==> config.mk <==
export PLATFORM = sky130hd
export DESIGN_NAME = hilo_muldiv_ctrl
export DESIGN_NICKNAME = d
export VERILOG_FILES = /design/src/rtl/hilo_muldiv_ctrl.sv
export SDC_FILE = /design/constraint.sdc
export NUM_CORES = 1
export LEC_CHECK = 0
export BUFFER_PORTS_ARGS = -buffer_cell sky130_fd_sc_hd__buf_2
export CAP_MARGIN = 10
export CELL_PAD_IN_SITES_DETAIL_PLACEMENT = 1
export CELL_PAD_IN_SITES_GLOBAL_PLACEMENT = 1
export CORE_MARGIN = 2
export CORE_UTILIZATION = 32
export CTS_CLUSTER_DIAMETER = 120
export CTS_CLUSTER_SIZE = 10
export DETAILED_ROUTE_END_ITERATION = 8
export PLACE_DENSITY_LB_ADDON = 0.05
export SYNTH_ARGS = -nofsm -noshare
export SYNTH_HDL_FRONTEND = slang
export SYNTH_SLANG_ARGS = --single-unit
==> constraint.sdc <==
create_clock -name clk -period 3.4 [get_ports clk]
set_clock_uncertainty 0.2 [all_clocks]
set_input_delay 0.51 -clock clk [delete_from_list [all_inputs] [get_ports clk]]
set_output_delay 0.51 -clock clk [all_outputs]
set_load 0.05 [all_outputs]
==> src/rtl/hilo_muldiv_ctrl.sv <==
// hilo_muldiv_ctrl
//   HI/LO resource sequencer for the MIPS-lite EX stage. It runs MULTU
//   (shift-add, LSB first) and DIVU (restoring, MSB first) one bit per
//   cycle, services MTHI/MTLO/MFHI/MFLO, and owns the HI and LO registers.
//
// Ports
//   clk, rst_n   clock (rising edge), asynchronous active-low reset
//   op_valid     EX presents a HI/LO-class instruction this cycle
//   op_code      0 MULTU, 1 DIVU, 2 MTHI, 3 MTLO, 4 MFHI, 5 MFLO, 6/7 no-op
//   rs_val       multiplicand / dividend / MT source
//   rt_val       multiplier / divisor
//   flush        cancels an in-flight op; blocks acceptance when idle
//   stall        op_valid while busy (combinational)
//   busy         multiply or divide in progress (registered)
//   hilo_rdata   HI for MFHI, LO for MFLO, otherwise 0 (combinational)
//   hi, lo       architectural HI/LO registers
//   div_zero     sticky divide-by-zero flag, cleared by next MULTU/DIVU
module hilo_muldiv_ctrl #(
  parameter int unsigned WIDTH = 32,
  parameter int unsigned CNT_W = 5
) (
  input  logic             clk,
  input  logic             rst_n,
  input  logic             op_valid,
  input  logic [2:0]       op_code,
  input  logic [WIDTH-1:0] rs_val,
  input  logic [WIDTH-1:0] rt_val,
  input  logic             flush,
  output logic             stall,
  output logic             busy,
  output logic [WIDTH-1:0] hilo_rdata,
  output logic [WIDTH-1:0] hi,
  output logic [WIDTH-1:0] lo,
  output logic             div_zero
);

  typedef enum logic [1:0] {S_IDLE, S_MUL, S_DIV} state_e;
  typedef enum logic [2:0] {
    OP_MULTU = 3'd0,
    OP_DIVU  = 3'd1,
    OP_MTHI  = 3'd2,
    OP_MTLO  = 3'd3,
    OP_MFHI  = 3'd4,
    OP_MFLO  = 3'd5
  } op_e;

  state_e             state, state_nxt;
  logic [CNT_W-1:0]   cnt;
  logic [2*WIDTH-1:0] acc;      // {partial product, remaining multiplier bits}
  logic [WIDTH-1:0]   mcand;
  logic [WIDTH-1:0]   divisor;
  logic [WIDTH-1:0]   quo;      // dividend bits shift out MSB first, quotient bits shift in
  logic [WIDTH-1:0]   rem;

  logic               accept;
  logic               last;
  logic [WIDTH:0]     mul_sum;
  logic [2*WIDTH-1:0] mul_nxt;
  logic [WIDTH:0]     div_shift;
  logic [WIDTH:0]     div_trial;
  logic               div_ok;
  logic [WIDTH-1:0]   rem_nxt;
  logic [WIDTH-1:0]   quo_nxt;

  assign busy   = (state != S_IDLE);
  assign stall  = op_valid && busy;
  assign accept = op_valid && !busy && !flush;
  assign last   = (cnt == CNT_W'(WIDTH - 1));

  // Multiply step: conditionally add multiplicand into the upper half, then
  // shift the whole accumulator right one place (carry enters at the top).
  assign mul_sum = {1'b0, acc[2*WIDTH-1:WIDTH]} + {1'b0, (acc[0] ? mcand : {WIDTH{1'b0}})};
  assign mul_nxt = {mul_sum, acc[WIDTH-1:1]};

  // Restoring divide step. The remainder is always below the divisor, so
  // only the shifted trial value needs the extra bit; the stored remainder
  // fits in WIDTH bits. A zero divisor always subtracts, giving all-ones/rs.
  assign div_shift = {rem, quo[WIDTH-1]};
  assign div_trial = div_shift - {1'b0, divisor};
  assign div_ok    = !div_trial[WIDTH];
  assign rem_nxt   = div_ok ? div_trial[WIDTH-1:0] : div_shift[WIDTH-1:0];
  assign quo_nxt   = {quo[WIDTH-2:0], div_ok};

  always_ff @(posedge clk or negedge rst_n) begin
    if (!rst_n) state <= S_IDLE;
    else        state <= state_nxt;
  end

  always_comb begin
    state_nxt = state;
    case (state)
      S_IDLE: begin
        if (accept && op_code == OP_MULTU)     state_nxt = S_MUL;
        else if (accept && op_code == OP_DIVU) state_nxt = S_DIV;
      end
      S_MUL, S_DIV: begin
        if (flush || last) state_nxt = S_IDLE;
      end
      default: state_nxt = S_IDLE;
    endcase
  end

  always_ff @(posedge clk or negedge rst_n) begin
    if (!rst_n) begin
      hi       <= '0;
      lo       <= '0;
      cnt      <= '0;
      acc      <= '0;
      mcand    <= '0;
      divisor  <= '0;
      quo      <= '0;
      rem      <= '0;
      div_zero <= 1'b0;
    end else begin
      case (state)
        S_IDLE: begin
          if (accept) begin
            case (op_code)
              OP_MULTU: begin
                acc      <= {{WIDTH{1'b0}}, rt_val};
                mcand    <= rs_val;
                cnt      <= '0;
                div_zero <= 1'b0;
              end
              OP_DIVU: begin
                quo      <= rs_val;
                divisor  <= rt_val;
                rem      <= '0;
                cnt      <= '0;
                div_zero <= 1'b0;
              end
              OP_MTHI: hi <= rs_val;
              OP_MTLO: lo <= rs_val;
              default: ;
            endcase
          end
        end
        S_MUL: begin
          if (!flush) begin
            acc <= mul_nxt;
            cnt <= cnt + CNT_W'(1);
            if (last) {hi, lo} <= mul_nxt;
          end
        end
        S_DIV: begin
          if (!flush) begin
            rem <= rem_nxt;
            quo <= quo_nxt;
            cnt <= cnt + CNT_W'(1);
            if (cnt == '0) div_zero <= (divisor == '0);
            if (last) begin
              hi <= rem_nxt;
              lo <= quo_nxt;
            end
          end
        end
        default: ;
      endcase
    end
  end

  always_comb begin
    hilo_rdata = '0;
    if (op_code == OP_MFHI)      hilo_rdata = hi;
    else if (op_code == OP_MFLO) hilo_rdata = lo;
  end

endmodule

==> run metrics <==
outcome=finished with violations; failing checks=setup timing; Pleak=10.3 nW; post-DP HPWL=between 40000 and 50000 um; Pwr per Cell Area=1210 nW/um2; global-route wire length before repair=103000 um; port bufs=169; antenna viol nets, final=0; Core Box Area=50300 um2; Slew @ Worst Pin=985 ps; hold path cells=2; pins over their slew limit=0; Slew headroom=0.343; largest net degree at the start of global routing=107; Clock Sinks=roughly 260; sw frac=0.485; Worst setup SP type=flop; FF-to-FF End=hi[5]; Via density=5.33; hold path endpoint=mcand[11]; crit path max fanout=8; clk_lat worst skew=610 ps; Main synth FF type=dfrtp_1; CTS clk-pin slew, worst paths=60 ps; CP Capture Type=flop; Max-cap violations=0; CTS Root Cell=clkbuf_16; Max IR drop VDD=0.714 mV; layout cells sized above 1=0.331; die area=52800 um2; placed insts=about 2800; initial core utilization=0.324; PnR worst setup slack=-71.6 ps; P&R area growth vs syn=36.3%; Die X=between 200 and 250 um; CP arrival=roughly 3700 ps; Post-synth ARST share=1.00; Total GRT Usage=0.254; # rows=82; net switching power figure=13.0 mW; number of global-route vias before repair=16293; Comb pwr share=0.678; syn avg cell area=9.11 um2; Die Y=230 um; final core utilization=0.442; worst hold path class=in -> reg; endpoints failing hold=0; Seq cells post-synth=264; WL final=67900 um; I/O Pins=170; top post-synthesis cells by area=dfrtp_1 41%, nand2_1 5.7%, mux2_2 5.6%; register area share after synthesis=0.405; H-tree levels=1; min-delay src=rs_val[11]; Cell Area, Synth=16300 um2; Post-Syn Instances=1790; Avg WL per Cell=23.4 um; top cell type's share of synthesized area=0.405; R2R Setup Slk=-70 ps; Layout Nets=2372; DR vias=~15000; Longest Clk Path Bufs=3; Num CTS Buffers=30; Post-synth EDFFs=0; total number of yosys warnings=0; reg2reg start=divisor[17]; Synth Net Count=1933; Data required, critical path=roughly 3700 ps; unrepaired setup endpoints after global routing=true; crit path kind=reg -> reg; crit share post-route=1.02; drt pass-1 iters=5; Int Pwr=~14 mW; Starting DRT DRC Count=850; min cycle time layout=between 3000 and 4000 ps; Worst R2R Path Depth=13; fmax=0.288 GHz; Setup-failing EPs final=14; Synth area leader=dfrtp_1; Post-Layout Cell Count=between 2000 and 3000; Sequential Power Share=0.215; grt total ovfl=0; ant diodes=0; Clock power frac=0.108; CTS tree=done; drt drc=0; initial antenna violation count=4; placer's final routability congestion estimate=0.866; Fin Setup TNS=-562 ps; Setup WS pre-CTS=-516 ps; Netlist cell types=66
synthesized netlist by cell type, types with 5 or more instances:
library cell  count
a21o_1           62
or3_1             5
xor2_1           19
o31ai_1          28
clkbuf_1        101
nand2b_1         14
xnor2_1          23
nor4_1           11
o21ai_0         162
nand2_1         248
mux2i_1          79
buf_1             6
ha_1             70
o21bai_1          8
a22o_1           46
or2_2             6
nor3_1           24
mux2_2           81
a21oi_1          71
buf_2             7
a31oi_1          20
o21a_1           13
a211oi_1         39
inv_1            61
and2_1           38
a21boi_0          8
o211ai_1         21
nand4_1          18
nor2b_1           7
a22oi_1          31
nand3_1          36
dfrtp_1         264
and3_1           11
a221oi_1          6
o2111ai_1         5
nor2_1           93
flip-flops by register name, summed over array words and instances, names as in the netlist, 2 cells and up:
name and count:
acc 64, divisor 32, hi 32, lo 32
mcand 32, quo 32, rem 32, cnt 5
state 2
power groups by stage:
stage	Sequential (mW)	Combinational (mW)	Clock [mW]
floorplan	6.55	8.11	0
global placement	5.73	15.5	0
detailed placement	5.76	15.7	0
CTS	5.75	16.9	2.99
global route	5.95	19.6	3.08
finish	5.78	18.2	2.90
repair_timing:
| action | in CTS | in global routing |
|---|---|---|
| setup buffers | 23 | 21 |
| resized for setup | 78 | 114 |
| endpoints found under the hold margin | 97 | 0 |
| endpoints found under the setup margin | 77 | 61 |
| pin swaps | 36 | 42 |
| hold buffers | 34 | 0 |
layout make-up:
| cell class | instances | area (um2) |
|---|---|---|
| fillers | 5779 | 28000 |
| multi-input cells | 1347 | 9910 |
| flip-flops and latches | 264 | 6610 |
| repair buffers | 524 | 3870 |
| well taps | 672 | 841 |
| clock buffers | 30 | 751 |
| inverters | 62 | 233 |
| clock inverters | 2 | 25.0 |
critical path: stages (launching register included):
cell	delay (ps)
dfrtp_1	390
inv_2	100
ha_4	220
a21oi_4	130
o21a_1	210
o211ai_1	190
a221o_1	470
nor2_4	200
xnor2_4	160
buf_6	140
buf_12	160
mux2i_4	250
o211ai_1	240
a22o_1	270
cell usage in the layout (no fill, tap or decap), drive strengths merged, types with 6 or more instances in the layout:
master	synthesis	final
mux2	82	82
a22oi	31	31
nand4	18	18
a31oi	20	20
dfrtp	264	264
nand3	36	36
nand2b	14	14
xor2	19	19
buf	16	490
and2	38	38
clkbuf	101	30
nor3	24	24
a22o	46	46
xnor2	24	24
and3	11	11
o21ai	164	164
nor4	11	11
nand2	248	248
a211oi	39	39
nor2	94	94
a221oi	6	6
o211ai	21	21
a21o	62	62
or2	6	6
o21bai	8	8
nor2b	7	7
inv	61	61
o31ai	28	28
ha	70	70
a21boi	8	8
o21a	13	13
dlygate4sd3	0	34
a21oi	73	73
mux2i	79	79
metal layers:
| metal | part of all wire | vias to the layer above | track usage |
|---|---|---|---|
| met5 | 0 | - | 0 |
| met4 | 0.027 | 0 | 0.0609 |
| met2 | 0.47 | 310 | 0.419 |
| met1 | 0.46 | 7727 | 0.347 |
| li1 | - | 7336 | - |
| met3 | 0.046 | 88 | 0.0412 |
worst max-delay path by stage:
stage	slack [ps]	to	cells past startpoint	start
final	-70	hi[5]	13	divisor[17]
after global routing	-200	hi[5]	13	divisor[17]
after CTS	-30	hi[27]	14	acc[0]
after detailed placement	-520	hi[4]	15	divisor[10]
after global placement	-490	hi[4]	15	divisor[8]
after floorplan	60	hi[19]	12	acc[0]
kinds of logic after synthesis:
| family | count (synthesis) | share of synthesized area |
|---|---|---|
| xor gates and xnor gates | 43 | 0.0242 |
| DFF | 264 | 0.405 |
| adders and majority gates | 72 | 0.0562 |
| and+or+nand+nor | 520 | 0.144 |
| buffers and inverters | 179 | 0.0424 |
| AOI/OAI and AO/OA | 551 | 0.223 |
| muxes | 161 | 0.105 |
metrics by stage:
| stage | hold WS, ps | cell area [um2] | total power, mW |
|---|---|---|---|
| CTS | 1.67 | 21600 | 25.6 |
| detailed placement | 277 | 19900 | 21.5 |
| global route | 13.1 | 22200 | 28.6 |
| global placement | 268 | 19900 | 21.2 |
| finish | 11.5 | 22200 | 26.9 |
| floorplan | 14.4 | 16300 | 14.7 |
Power figures use the tool's default switching activity.
